$ cat src/rtl/irq_arbiter_pkg.sv
// Shared types and constants for the interrupt arbiter: FSM states, register
// word offsets within the 16-byte window, and ICAUSE/ICTRL field positions.
package irq_arbiter_pkg;

    typedef enum logic [1:0] {
        ST_IDLE   = 2'd0,
        ST_REQ    = 2'd1,
        ST_ENTER  = 2'd2,
        ST_KERNEL = 2'd3
    } state_t;

    // Word index (addr[3:2]) of each register
    localparam logic [1:0] REG_IMASK  = 2'd0;
    localparam logic [1:0] REG_IPEND  = 2'd1;
    localparam logic [1:0] REG_ICAUSE = 2'd2;
    localparam logic [1:0] REG_ICTRL  = 2'd3;

    localparam int ICAUSE_VLD_BIT = 31;
    localparam int ICAUSE_ID_W    = 4;
    localparam int ICTRL_GIE_BIT  = 0;

endpackage

$ cat src/rtl/irq_prio_enc.sv
// Combinational lowest-index priority encoder over the eligible request vector.
module irq_prio_enc #(
    parameter int N = 4
) (
    input  logic [N-1:0] req,
    output logic         vld,
    output logic [3:0]   id
);

    always_comb begin
        vld = 1'b0;
        id  = 4'd0;
        // Walk downwards so the lowest set index is the last one written
        for (int i = N - 1; i >= 0; i--) begin
            if (req[i]) begin
                vld = 1'b1;
                id  = 4'(i);
            end
        end
    end

endmodule

$ cat src/rtl/irq_arbiter.sv
// Memory-mapped interrupt arbiter: pending/mask/GIE registers, one-in-service FSM.
// Optional macro IRQ_LEVEL_EN makes IPEND follow the source levels instead of latching edges.
module irq_arbiter
    import irq_arbiter_pkg::*;
#(
    parameter int          NUM_SRC   = 4,
    parameter logic [31:0] BASE_ADDR = 32'h4000_0020
) (
    input  logic               clk,
    input  logic               reset,
    input  logic [NUM_SRC-1:0] src_irq,
    input  logic               ker,
    input  logic               irq_take,
    input  logic [31:0]        addr,
    input  logic [31:0]        wdata,
    input  logic               mem_read,
    input  logic               mem_write,
    output logic [31:0]        rdata,
    output logic               hit,
    output logic               IRQ
);

    state_t                   state, state_nxt;
    logic [NUM_SRC-1:0]       imask, imask_nxt;
    logic [NUM_SRC-1:0]       ipend, ipend_nxt;
    logic                     gie, gie_nxt;
    logic                     cause_vld;
    logic [ICAUSE_ID_W-1:0]   cause_id;
    logic [NUM_SRC-1:0]       elig, elig_nxt;
    logic [NUM_SRC-1:0]       take_clr, w1c;
    logic                     win_vld, take, wr_en;
    logic [3:0]               win_id;
    logic [1:0]               reg_sel;
    logic                     unused_bits;

    assign hit         = (addr[31:4] == BASE_ADDR[31:4]);
    assign reg_sel     = addr[3:2];
    assign wr_en       = mem_write & hit;
    assign unused_bits = ^{addr[1:0], wdata};

    assign elig = gie ? (ipend & imask) : '0;

    irq_prio_enc #(.N(NUM_SRC)) u_prio (
        .req (elig),
        .vld (win_vld),
        .id  (win_id)
    );

    assign take = (state == ST_REQ) & irq_take & win_vld;

    always_comb begin
        take_clr = '0;
        for (int i = 0; i < NUM_SRC; i++) begin
            take_clr[i] = take && (win_id == 4'(i));
        end
    end

    assign w1c       = (wr_en && reg_sel == REG_IPEND) ? wdata[NUM_SRC-1:0] : '0;
    assign imask_nxt = (wr_en && reg_sel == REG_IMASK) ? wdata[NUM_SRC-1:0] : imask;
    assign gie_nxt   = (wr_en && reg_sel == REG_ICTRL) ? wdata[ICTRL_GIE_BIT] : gie;

`ifdef IRQ_LEVEL_EN
    assign ipend     = src_irq;
    assign ipend_nxt = src_irq;
`else
    logic [NUM_SRC-1:0] src_d;

    // A fresh rising edge wins over both take-clear and software W1C
    assign ipend_nxt = (ipend & ~(take_clr | w1c)) | (src_irq & ~src_d);

    always_ff @(posedge clk or posedge reset) begin
        if (reset) begin
            src_d <= '0;
            ipend <= '0;
        end else begin
            src_d <= src_irq;
            ipend <= ipend_nxt;
        end
    end
`endif

    // REQ falls back as soon as the register updates leave nothing eligible
    assign elig_nxt = gie_nxt ? (ipend_nxt & imask_nxt) : '0;

    always_comb begin
        state_nxt = state;
        case (state)
            ST_IDLE:   if (|elig && !ker) state_nxt = ST_REQ;
            ST_REQ:    if (take) state_nxt = ST_ENTER;
                       else if (elig_nxt == '0) state_nxt = ST_IDLE;
            ST_ENTER:  if (ker) state_nxt = ST_KERNEL;
            ST_KERNEL: if (!ker) state_nxt = ST_IDLE;
            default:   state_nxt = ST_IDLE;
        endcase
    end

    always_ff @(posedge clk or posedge reset) begin
        if (reset) begin
            state     <= ST_IDLE;
            imask     <= '0;
            gie       <= 1'b0;
            cause_vld <= 1'b0;
            cause_id  <= '0;
        end else begin
            state <= state_nxt;
            imask <= imask_nxt;
            gie   <= gie_nxt;
            if (take) begin
                cause_vld <= 1'b1;
                cause_id  <= win_id;
            end
        end
    end

    assign IRQ = (state == ST_REQ) & ~ker;

    always_comb begin
        rdata = '0;
        if (hit && mem_read) begin
            case (reg_sel)
                REG_IMASK:  rdata[NUM_SRC-1:0] = imask;
                REG_IPEND:  rdata[NUM_SRC-1:0] = ipend;
                REG_ICAUSE: begin
                    rdata[ICAUSE_VLD_BIT]     = cause_vld;
                    rdata[ICAUSE_ID_W-1:0]    = cause_id;
                end
                REG_ICTRL:  rdata[ICTRL_GIE_BIT] = gie;
                default:    rdata = '0;
            endcase
        end
    end

endmodule

$ cat config.mk
export PLATFORM = sky130hd
export DESIGN_NAME = irq_arbiter
export DESIGN_NICKNAME = d
export VERILOG_FILES = /design/src/rtl/irq_arbiter_pkg.sv /design/src/rtl/irq_prio_enc.sv /design/src/rtl/irq_arbiter.sv
export SDC_FILE = /design/constraint.sdc
export NUM_CORES = 1
export LEC_CHECK = 0
export CAP_MARGIN = 30
export CORE_MARGIN = 2
export CORE_UTILIZATION = 32
export DETAILED_ROUTE_END_ITERATION = 16
export HOLD_SLACK_MARGIN = 0.08
export PLACE_DENSITY = 0.79
export SYNTH_ARGS = -nofsm -noshare
export SYNTH_HDL_FRONTEND = slang
export SYNTH_SLANG_ARGS = --single-unit
$ cat constraint.sdc
create_clock -name clk -period 2.4 [get_ports clk]
set_input_delay 0.36 -clock clk [delete_from_list [all_inputs] [get_ports clk]]
set_output_delay 0.36 -clock clk [all_outputs]
set_load 0.005 [all_outputs]
==> impl_results.md, run 1 <==
- Synth Instances: 137
- Worst EP arrival: 2500 ps
- Vias/cell: 4.73
- PnR worst setup slack: 31.6 ps
- Fillers: 349
- Register area share after synthesis: 0.354
- Num ports: 108
- CTS H-tree depth: 1
- Maximum vdd ir drop: 0.170 mV
- Outcome: completed
- Initial DRC count: 42
- Number of synthesized flops with an enable pin: 0
- Pwr dens: 314 nW/µm²
- Netlist cell types: 37
- Fin crit period: 2370 ps
- Top_reg_cell synth: dfrtp_1
- Total global-route track usage: 0.149
- Synth Area in Simple Gates: 0.214
- Final ANT Viol Nets: 0
- Diodes inserted: 0
- Clock root cell: clkbuf_8
- Main combinational cell family by area after synthesis: simple AND/OR/NAND/NOR gates
- Endpoints failing hold: 0
- Initial Util: 0.340
- Cts bufs inserted: 3
- Worst Hold Slack: 503 ps
- Clock Sinks: 18
- Final worst-path cycle share: 0.987
- Worst-path clk slew: 60 ps
- Leak pwr: 0.930 nW
- Startpoint types: primary input
- CTS tree: built
- Vias in the first global route: 1166
- Avg WL per Cell: 12.6 µm
- Complex-gate fraction of the synthesized area: 0.139
- Initial antenna violation count: 0
- Dpl hpwl: 2570 µm
- Avg Synthesized Cell Area: 9.30 µm²
- DRT Wirelength: 3230 µm
- Global-route wire length before repair: 5140 µm
- HP Class: primary input to async pin
- Area growth, synth to finish: 53.9%
- Post-Synth Adder-Cell Area: 0
- CORE AREA: 3740 µm²
- Site row count: 22
- Max Cap Viol: 0
- Synth Area in XOR/XNOR: 0
- DRT Pass-1 Iters: 4
- Chip width: 67.1 µm
- Vias: 1215
- Die height: 67.1 µm
- Die area: 4500 µm²
- Port bufs: 50
- Routability Congestion: 0.884
- Mapped cell area: 1270 µm²
- Deepest clock path buffer count: 2
- CP Max Fanout: 4
- Pre-CTS WS: -555 ps
- CP Data Required Time: 2530 ps
- Remaining DRCs: 0
- Type of the worst setup path: primary input to flop
- Crit. End Element: flop
- Largest net degree at the start of global routing: 19
- Hold buffer count at cts: 0
- Worst Max-Slew Pin Slew: 659 ps
- Gr ovfl total: 0
- Ratio of cells with drive above 1 in the final layout: 0.335
- Fmax: 0.422 GHz
- Synth warn: 0
- Final-report max-slew violation count: 0
- Setup Viol. Count Final: 0
- Mux share of post-synthesis cell area: 0.0933
- Asr flop ratio synth: 1.00
- Clock latency on the worst-skew pair: 250 ps
- Skew final: 3.24 ps
- NumNets Final: 285
- FF+latch count, synth: 18
- Worst rel slew slack: 0.560
[synthesized netlist by cell type (2+ instances only)]
library cell | instances | area share
or4_4 | 2 | 0.018
and3_1 | 2 | 0.0098
a21oi_1 | 3 | 0.012
a221oi_1 | 2 | 0.014
inv_1 | 11 | 0.032
nor2_1 | 7 | 0.021
nor4_1 | 6 | 0.029
buf_4 | 27 | 0.16
nor3_1 | 4 | 0.016
nor4b_2 | 2 | 0.024
nand2_1 | 8 | 0.024
nor2b_1 | 2 | 0.0098
clkbuf_1 | 2 | 0.0059
dfrtp_1 | 18 | 0.35
or2_2 | 3 | 0.015
a221o_1 | 2 | 0.016
a22oi_1 | 2 | 0.012
o21a_1 | 4 | 0.024
nand2b_1 | 2 | 0.0098
mux2i_1 | 4 | 0.031
nand3_1 | 3 | 0.012
o21ai_0 | 2 | 0.0079
mux2_2 | 5 | 0.044
[power breakdown]
group	leakage (nW)	switching, W	total (W)	internal [W]
sequential	0.221	0.000000827	0.000308	0.000307
combinational	0.687	0.0000481	0.000109	0.0000608
clock	0.0216	0.0000878	0.000199	0.000111
[area by class of cell]
| cell class | instances | area (µm²) | share of cell area |
|---|---|---|---|
| well taps | 48 | 60.1 | 0.0306 |
| repair buffers | 72 | 588 | 0.300 |
| clock buffers | 3 | 41.3 | 0.0211 |
| flip-flops and latches | 18 | 450 | 0.230 |
| multi-input cells | 105 | 779 | 0.398 |
| inverters | 11 | 41.3 | 0.0211 |
[registers in the layout (all words and copies together) (netlist names), named ones only]
register	count
imask	4
state	1
src_d	4
gie	1
cause_vld	1
ipend	4
cause_id	2
[logic make-up (layout without fill, tap and decap cells)]
group                  after synthesis  count (layout)
buffers and inverters               40              86
and+or+nand+nor                     45              45
AOI/OAI and AO/OA                   23              23
muxes                               10              10
DFF                                 18              18
other                                1              27
[critical path, cell delays in order]
cell and delay (ps):
dlygate4sd2_1 230, or4_4 530, or4_4 510, a221o_1 340, o2bb2ai_2 130, o41a_1 400
[metal layers]
layer / wire, µm / track usage / vias up / share of wire
li1: - / - / 583 / -
met4: 51 / 0.0459 / 0 / 0.016
met3: 329 / 0.0287 / 7 / 0.10
met2: 1520 / 0.260 / 65 / 0.47
met5: 0 / 0 / - / 0
met1: 1330 / 0.184 / 560 / 0.41
[cell usage in the layout (no fill, tap or decap), types with 3 or more instances in the layout]
cell type | Yosys | final
buf_6 | 0 | 4
nor4_2 | 1 | 5
a21oi_1 | 3 | 3
nand3_1 | 3 | 3
dfrtp_1 | 18 | 18
clkdlybuf4s15_1 | 0 | 10
mux2_2 | 5 | 5
or2_2 | 3 | 3
o21a_1 | 4 | 4
clkbuf_8 | 0 | 3
clkbuf_2 | 0 | 12
buf_2 | 0 | 4
inv_1 | 11 | 11
conb_1 | 1 | 27
nor2_1 | 7 | 6
buf_4 | 27 | 19
clkdlybuf4s50_1 | 0 | 15
mux2i_1 | 4 | 4
dlygate4sd2_1 | 0 | 8
nor3_2 | 0 | 3
nand2_1 | 8 | 7
[repair_timing]
| item | 4_1_cts | 5_1_grt |
|---|---|---|
| resized for setup | 67 | 37 |
| pin swaps | 16 | 13 |
| setup buffers | 7 | 2 |
| setup endpoints to repair | 7 | 2 |
[per-stage QoR]
step / setup TNS, ps / instances / util / total power, W / area (µm²)
6_report: 0 / 257 / 0.524 / 0.000616 / 1960
5_1_grt: -7.25 / 257 / 0.524 / 0.000651 / 1960
3_5_place_dp: -3370 / 245 / 0.488 / 0.000431 / 1830
4_1_cts: 0 / 255 / 0.521 / 0.000617 / 1950
3_3_place_gp: -3060 / 245 / 0.488 / 0.000429 / 1830
2_1_floorplan: 0 / 163 / - / 0.000377 / 1380
[path summary, 6_finish.rpt]
| kind | startpoint | endpoint | slack (ps) | depth (start not counted) |
|---|---|---|---|---|
| max in group asynchronous | reset | imask[2] | 1470 | 2 |
| hold reg to reg | cause_vld | cause_vld | 500 | 1 |
| setup / recovery | addr[29] | state[0] | 30 | 6 |
| min in group clk | cause_vld | cause_vld | 500 | 1 |
| setup reg to reg | flop | state[0] | 420 | 7 |
| hold / removal | reset | src_d[0] | 500 | 2 |
Note: power is estimated with default switching activity, not from simulation.
==> run 2: changes to the inputs <==
--- a/config.mk
+++ b/config.mk
@@ -6,5 +6,6 @@
 export NUM_CORES = 1
 export LEC_CHECK = 0
-export CAP_MARGIN = 30
+export CAP_MARGIN = 20
+export CORE_ASPECT_RATIO = 0.5
 export CORE_MARGIN = 2
 export CORE_UTILIZATION = 32
==> constraint.sdc (replaced) <==
create_clock -name clk -period 2.4 [get_ports clk]
set_input_delay 0.48 -clock clk [delete_from_list [all_inputs] [get_ports clk]]
set_output_delay 0.48 -clock clk [all_outputs]
set_load 0.005 [all_outputs]
==> run 2 against run 1 <==
  * The run now ends with setup timing left
  * Sequential share of layout area decreased by 1.1 points
  * Routed wire length up 9.5%
  * Sequential power about the same
  * Non-clock buffer count grew 3
  * Final cell count increased by 3.9%
  * Via count rose by 3.6%
  * Global-route usage is 0.31 points lower
  * Largest power group unchanged
  * Setup slack worse by 120 ps
  * Clock-buffer cell count increased by 1
  * Clock power grew 23%
==> impl_results.md, run 2 (synthesis gave the netlist of run 1 again) <==
- Clock Sinks: 18 (unchanged)
- Startpoint types: primary input
- Deepest clock path buffer count: 2 (unchanged)
- Ratio of cells with drive above 1 in the final layout: 0.347 (+0.0125)
- Gr ovfl total: 0 (unchanged)
- Vias: 1259 (+3.6%)
- Endpoints failing hold: 0 (unchanged)
- Max stage delay cell, worst path: or4_4
- Cts bufs inserted: 3 (unchanged)
- Total global-route track usage: 0.146 (-0.00309)
- Worst-path clk slew: 70 ps (about the same)
- Layout Utilization: 0.533 (+0.00962)
- Setup Viol. Count Final: 3 (+3)
- Int Power: 0.000520 W (+8.6%)
- Initial DRC count: 46 (+9.5%)
- Final Non-Filler Cells: 267 (+3.9%)
- Area growth, synth to finish: 61.8%
- Failing checks: setup timing
- Worst Max-Slew Pin Slew: 665 ps (+5.49 ps)
- CP Data Required Time: 1920 ps (-610 ps)
- Chip width: 93.2 µm (+39%)
- CP top delay family: simple AND/OR/NAND/NOR gates
- Worst rel slew slack: 0.556 (-0.00367)
- CTS tree: built
- FF-to-FF setup slack: 400 ps (-20 ps)
- Most frequent cells in the layout: conb_1, dfrtp_1, buf_4, clkdlybuf4s50_1, buf_6
- PnR worst setup slack: -90.1 ps (-122 ps)
- Dpl hpwl: 2700 µm (+5.0%)
- Biggest regs: imask x4, ipend x4, src_d x4
- NetSw: 0.000151 W (+10%)
- Hold buffer count at cts: 0 (unchanged)
- Flop pwr share: 0.459 (-0.041)
- Final worst-path cycle share: 1.04 (+0.0507)
- Vias in the first global route: 1217 (+4.4%)
- R2R cell count: 6 (-1)
- Num ports: 108 (unchanged)
- Sw Share: 0.225 (+0.00244)
- Post-layout instance area: 2060 µm² (+5.1%)
- Vias/cell: 4.72 (-0.26%)
- Footprint of the multi-input gates: 793 µm² (+1.8%)
- Site row count: 16 (-27%)
- Worst EP arrival: 2010 ps (-490 ps)
- CTS H-tree depth: 1 (unchanged)
- RSZ-0062 raised after global routing: yes
- Logic pwr share: 0.177 (about the same)
- Fin crit period: 2490 ps (+122 ps)
- Pwr dens: 325 nW/µm² (+3.6%)
- Die area: 4530 µm² (+0.68%)
- Worst setup path end: rdata[2]
- Fmax: 0.402 GHz (-4.9%)
- Outcome: finished with violations
- Storage element area: 450 µm² (unchanged)
- Skew final: 1.31 ps (-1.94 ps)
- Fillers: 339 (-2.9%)
- CORE AREA: 3860 µm² (+3.2%)
- Clock root cell: clkbuf_8
- NumNets Final: 288 (+1.1%)
- DRT Pass-1 Iters: 4 (unchanged)
- Remaining DRCs: 0 (unchanged)
- Diodes inserted: 0 (unchanged)
- Final-report max-slew violation count: 0 (unchanged)
- Leak pwr: 0.977 nW (+5.0%)
- Pre-CTS WS: -735 ps (-180 ps)
- HP Class: flop to flop
- Type of the worst setup path: primary input to primary output
- Final ANT Viol Nets: 0 (unchanged)
- Placed insts: 253 (+3.3%)
- Commonest non-fill, non-tap cell in the layout: conb_1
- Global-route wire length before repair: 5290 µm (+3.0%)
- Crit path launch: addr[29]
- Clock latency on the worst-skew pair: 250 ps (about the same)
- Clk pwr share: 0.364 (+0.041)
- Die height: 48.6 µm (-28%)
- Port bufs: 50 (unchanged)
- Critical R2R Capture: state[0]
- Largest stage delay on the critical path: 540 ps (about the same)
- Routability Congestion: 0.840 (-4.9%)
- Sum of buffers and inverters on the critical path: 4 (+3)
- Worst path most repeated cell: buf_6
- DP Area: 1880 µm² (+3.0%)
- Crit-path cells: buf_6, or4_4, buf_6, nor3_4, nand2_2, buf_6, nor3_4, buf_2
- Initial Util: 0.330 (-0.0106)
- Initial antenna violation count: 0 (unchanged)
- Power consumption: 0.000670 W (+8.9%)
- CP Max Fanout: 3 (-1)
- Max Cap Viol: 0 (unchanged)
- Avg WL per Cell: 13.2 µm (+5.4%)
- Largest net degree at the start of global routing: 19 (unchanged)
- Levels on crit path: 8 (+2)
- Maximum vdd ir drop: 0.137 mV (-19%)
- Crit. End Element: primary output
- DRT Wirelength: 3530 µm (+9.5%)
[run 2: area by class of cell]
type                            instances  share of cell area
Multi-Input combinational cell        105               0.385
Timing Repair Buffer                   75               0.317
Sequential cell                        18               0.219
Clock buffer                            4              0.0267
Tap cell                               54              0.0328
Inverter                               11              0.0200
[run 2: routing by layer]
layer  track usage  up-vias  part of all wire
met2         0.270       52              0.52
met3        0.0312        6             0.072
met4        0.0564        0             0.014
met5             0        -                 0
li1              -      588                 -
met1         0.165      613              0.39
[run 2: metrics by stage]
| stage | TNS, ps | hold slack [ps] |
|---|---|---|
| 5_1_grt | -389 | 488 |
| 3_3_place_gp | -5040 | 457 |
| 3_5_place_dp | -5490 | 462 |
| 4_1_cts | -144 | 477 |
| 2_1_floorplan | -24.1 | 419 |
| 6_report | -179 | 469 |
[run 2: worst min path at each step]
stage / slack (ps) / cells after the start / start / endpoint
after floorplan: 420 / 1 / reset / async pin
after global routing: 490 / 1 / cause_vld / cause_vld
after CTS: 480 / 1 / cause_vld / cause_vld
after detailed placement: 460 / 1 / cause_vld / cause_vld
final: 470 / 1 / cause_vld / cause_vld
after global placement: 460 / 1 / cause_vld / cause_vld
[run 2: power by group through the flow]
| stage | Clock (W) | Combinational (W) | Sequential, W |
|---|---|---|---|
| 2_1_floorplan | 0 | 0.0000657 | 0.000313 |
| 3_3_place_gp | 0 | 0.000120 | 0.000313 |
| 3_5_place_dp | 0 | 0.000123 | 0.000313 |
| 4_1_cts | 0.000249 | 0.000111 | 0.000307 |
| 5_1_grt | 0.000260 | 0.000130 | 0.000308 |
| 6_report | 0.000244 | 0.000119 | 0.000308 |
[run 2: worst reg2reg max path, cell delays in order (launching register included)]
cell and delay [ps]:
dfrtp_1 430, nand4b_1 310, o21ai_0 300, inv_1 70, a221o_1 340, o2bb2ai_2 140
o41a_1 300
[run 2: timing repair]
action                                  4_1_cts  5_1_grt
pin swaps                                    14       16
endpoints found under the setup margin        8        7
gates resized for setup                      75       44
setup buffers                                 4        7
==> run 3: changes to the inputs <==
Settings changed: CORE_UTILIZATION 32 to 33, CTS_BUF_LIST from default to sky130_fd_sc_hd__clkbuf_2, PLACE_DENSITY 0.79 to 0.81.
==> run 3 against run 2 <==
  * The run now ends clean
  * Worst hold slack improved by 25 ps
  * Critical path depth rose by 1
  * Final area fell by 5.0%
  * Final cell count fell by 2.2%
  * Highest routed layer unchanged
==> impl_results.md, run 3 (synthesis gave the netlist of run 1 again) <==
- Clk pwr share: 0.233 (-0.131)
- Remaining DRCs: 0 (unchanged)
- Sum of buffers and inverters on the critical path: 4 (unchanged)
- Routability Congestion: 0.832 (-0.95%)
- Fmax: 0.418 GHz (+4.1%)
- Deepest clock path buffer count: 2 (unchanged)
- Clock Sinks: 18 (unchanged)
- Max Cap Viol: 0 (unchanged)
- Initial antenna violation count: 0 (unchanged)
- DRT Wirelength: 3570 µm (+1.1%)
- Pwr dens: 282 nW/µm² (-13%)
- Fillers: 320 (-5.6%)
- Initial Util: 0.357 (+0.0275)
- Fin crit period: 2390 ps (-99.0 ps)
- Ratio of cells with drive above 1 in the final layout: 0.352 (+0.00496)
- Max stage delay cell, worst path: or4_4
- Endpoints failing hold: 0 (unchanged)
- Cts bufs inserted: 3 (unchanged)
- CTS tree: built
- Num ports: 108 (unchanged)
- Outcome: completed
- Port bufs: 50 (unchanged)
- Logic pwr share: 0.208 (+0.031)
- Worst Max-Slew Pin Slew: 700 ps (+35.3 ps)
- Leak pwr: 0.941 nW (-3.7%)
- Clock root cell: clkbuf_2
- CP top delay family: simple AND/OR/NAND/NOR gates
- Worst path most repeated cell: buf_6
- Diodes inserted: 0 (unchanged)
- Largest net degree at the start of global routing: 19 (unchanged)
- Die height: 47.9 µm (-1.4%)
- Vias/cell: 4.73 (+0.35%)
- Final worst-path cycle share: 0.996 (-0.0413)
- CORE AREA: 3570 µm² (-7.7%)
- CP Max Fanout: 4 (+1)
- Storage element area: 450 µm² (unchanged)
- Footprint of the multi-input gates: 783 µm² (-1.3%)
- Area growth, synth to finish: 53.7%
- Die area: 4400 µm² (-2.8%)
- Int Power: 0.000405 W (-22%)
- Worst-path clk slew: 170 ps (+100 ps)
- Sw Share: 0.266 (+0.0413)
- Final-report max-slew violation count: 0 (unchanged)
- Chip width: 91.9 µm (-1.5%)
- Dpl hpwl: 2710 µm (+0.49%)
- CP Data Required Time: 2620 ps (+700 ps)
- Worst rel slew slack: 0.533 (-0.0235)
- Skew final: 14.7 ps (+13.4 ps)
- NumNets Final: 286 (-0.69%)
- Initial DRC count: 36 (-22%)
- Type of the worst setup path: primary input to flop
- Commonest non-fill, non-tap cell in the layout: conb_1
- Startpoint types: primary input
- CTS H-tree depth: 1 (unchanged)
- Vias: 1235 (-1.9%)
- Global-route wire length before repair: 5500 µm (+3.9%)
- Crit-path cells: buf_6, or4_4, buf_6, buf_12, nor4_4, buf_4, mux2_4, o21a_1, o41a_1
- Final ANT Viol Nets: 0 (unchanged)
- Vias in the first global route: 1175 (-3.5%)
- Worst EP arrival: 2610 ps (+600 ps)
- Hold buffer count at cts: 0 (unchanged)
- DRT Pass-1 Iters: 4 (unchanged)
- Most frequent cells in the layout: conb_1, buf_4, dfrtp_1, clkdlybuf4s50_1, clkbuf_2
- Gr ovfl total: 0 (unchanged)
- Biggest regs: imask x4, ipend x4, src_d x4
- NetSw: 0.000147 W (-2.6%)
- Avg WL per Cell: 13.7 µm (+3.4%)
- Crit. End Element: flop
- HP Class: flop to flop
- Maximum vdd ir drop: 0.159 mV (+16%)
- Total global-route track usage: 0.164 (+0.0183)
- Post-layout instance area: 1960 µm² (-5.0%)
- Setup Viol. Count Final: 0 (-3)
- RSZ-0062 raised after global routing: yes
- Clock latency on the worst-skew pair: 320 ps (+70 ps)
- DP Area: 1900 µm² (+1.0%)
- Largest stage delay on the critical path: 550 ps (about the same)
- Flop pwr share: 0.558 (+0.099)
- Worst Hold Slack: 494 ps (+24.7 ps)
- Site row count: 15 (-1)
[run 3: routing by layer]
metal	wire length, µm	part of all wire	global-route usage
met1	1530	0.43	0.194
met2	1770	0.50	0.319
met3	188	0.053	0.0205
met4	82	0.023	0.0776
met5	0	0	0
[run 3: area by class of cell]
class / count / area share
clock buffer: 3 / 0.00767
tap: 51 / 0.0326
inverter: 11 / 0.0211
multi-input combinational: 105 / 0.400
sequential: 18 / 0.230
timing repair buffer: 73 / 0.309
[run 3: final timing paths]
kind | startpoint | end | cells past startpoint | slack (ps)
setup reg to reg | flop | state[0] | 6 | 380
max in group asynchronous | reset | imask[3] | 2 | 1400
min in group asynchronous | reset | state[0] | 2 | 550
hold reg to reg | cause_vld | cause_vld | 1 | 490
hold / removal | cause_vld | cause_vld | 1 | 490
setup / recovery | addr[27] | state[0] | 9 | 9
[run 3: per-stage QoR]
| stage | util | cells | worst slack [ps] | total power (W) | setup TNS, ps |
|---|---|---|---|---|---|
| global route | 0.549 | 261 | -67.4 | 0.000575 | -67.4 |
| global placement | 0.533 | 253 | -576 | 0.000434 | -4470 |
| CTS | 0.558 | 261 | 3.22 | 0.000552 | 0 |
| detailed placement | 0.533 | 253 | -633 | 0.000436 | -5210 |
| floorplan | - | 163 | -24.1 | 0.000379 | -24.1 |
| finish | 0.549 | 261 | 8.89 | 0.000551 | 0 |
[run 3: worst register-to-register path, delay by kind of cell (launching register included)]
family                 cells  cell delay, ps
DFF                        1             460
buffers and inverters      1              70
AOI/OAI and AO/OA          4            1100
and+or+nand+nor            1             290
[run 3: timing repair]
item / CTS / global route
pin swaps: 19 / 15
resized for setup: 79 / 26
buffers inserted: 5 / 0
endpoints found under the setup margin: 7 / 6
endpoints found under the hold margin: 0 / 0
[run 3: power by group through the flow]
stage	Sequential [W]	Clock [W]	Combinational (W)
floorplan	0.000313	0	0.0000657
global placement	0.000313	0	0.000121
finish	0.000308	0.000129	0.000115
CTS	0.000308	0.000129	0.000115
global route	0.000308	0.000141	0.000126
detailed placement	0.000313	0	0.000123
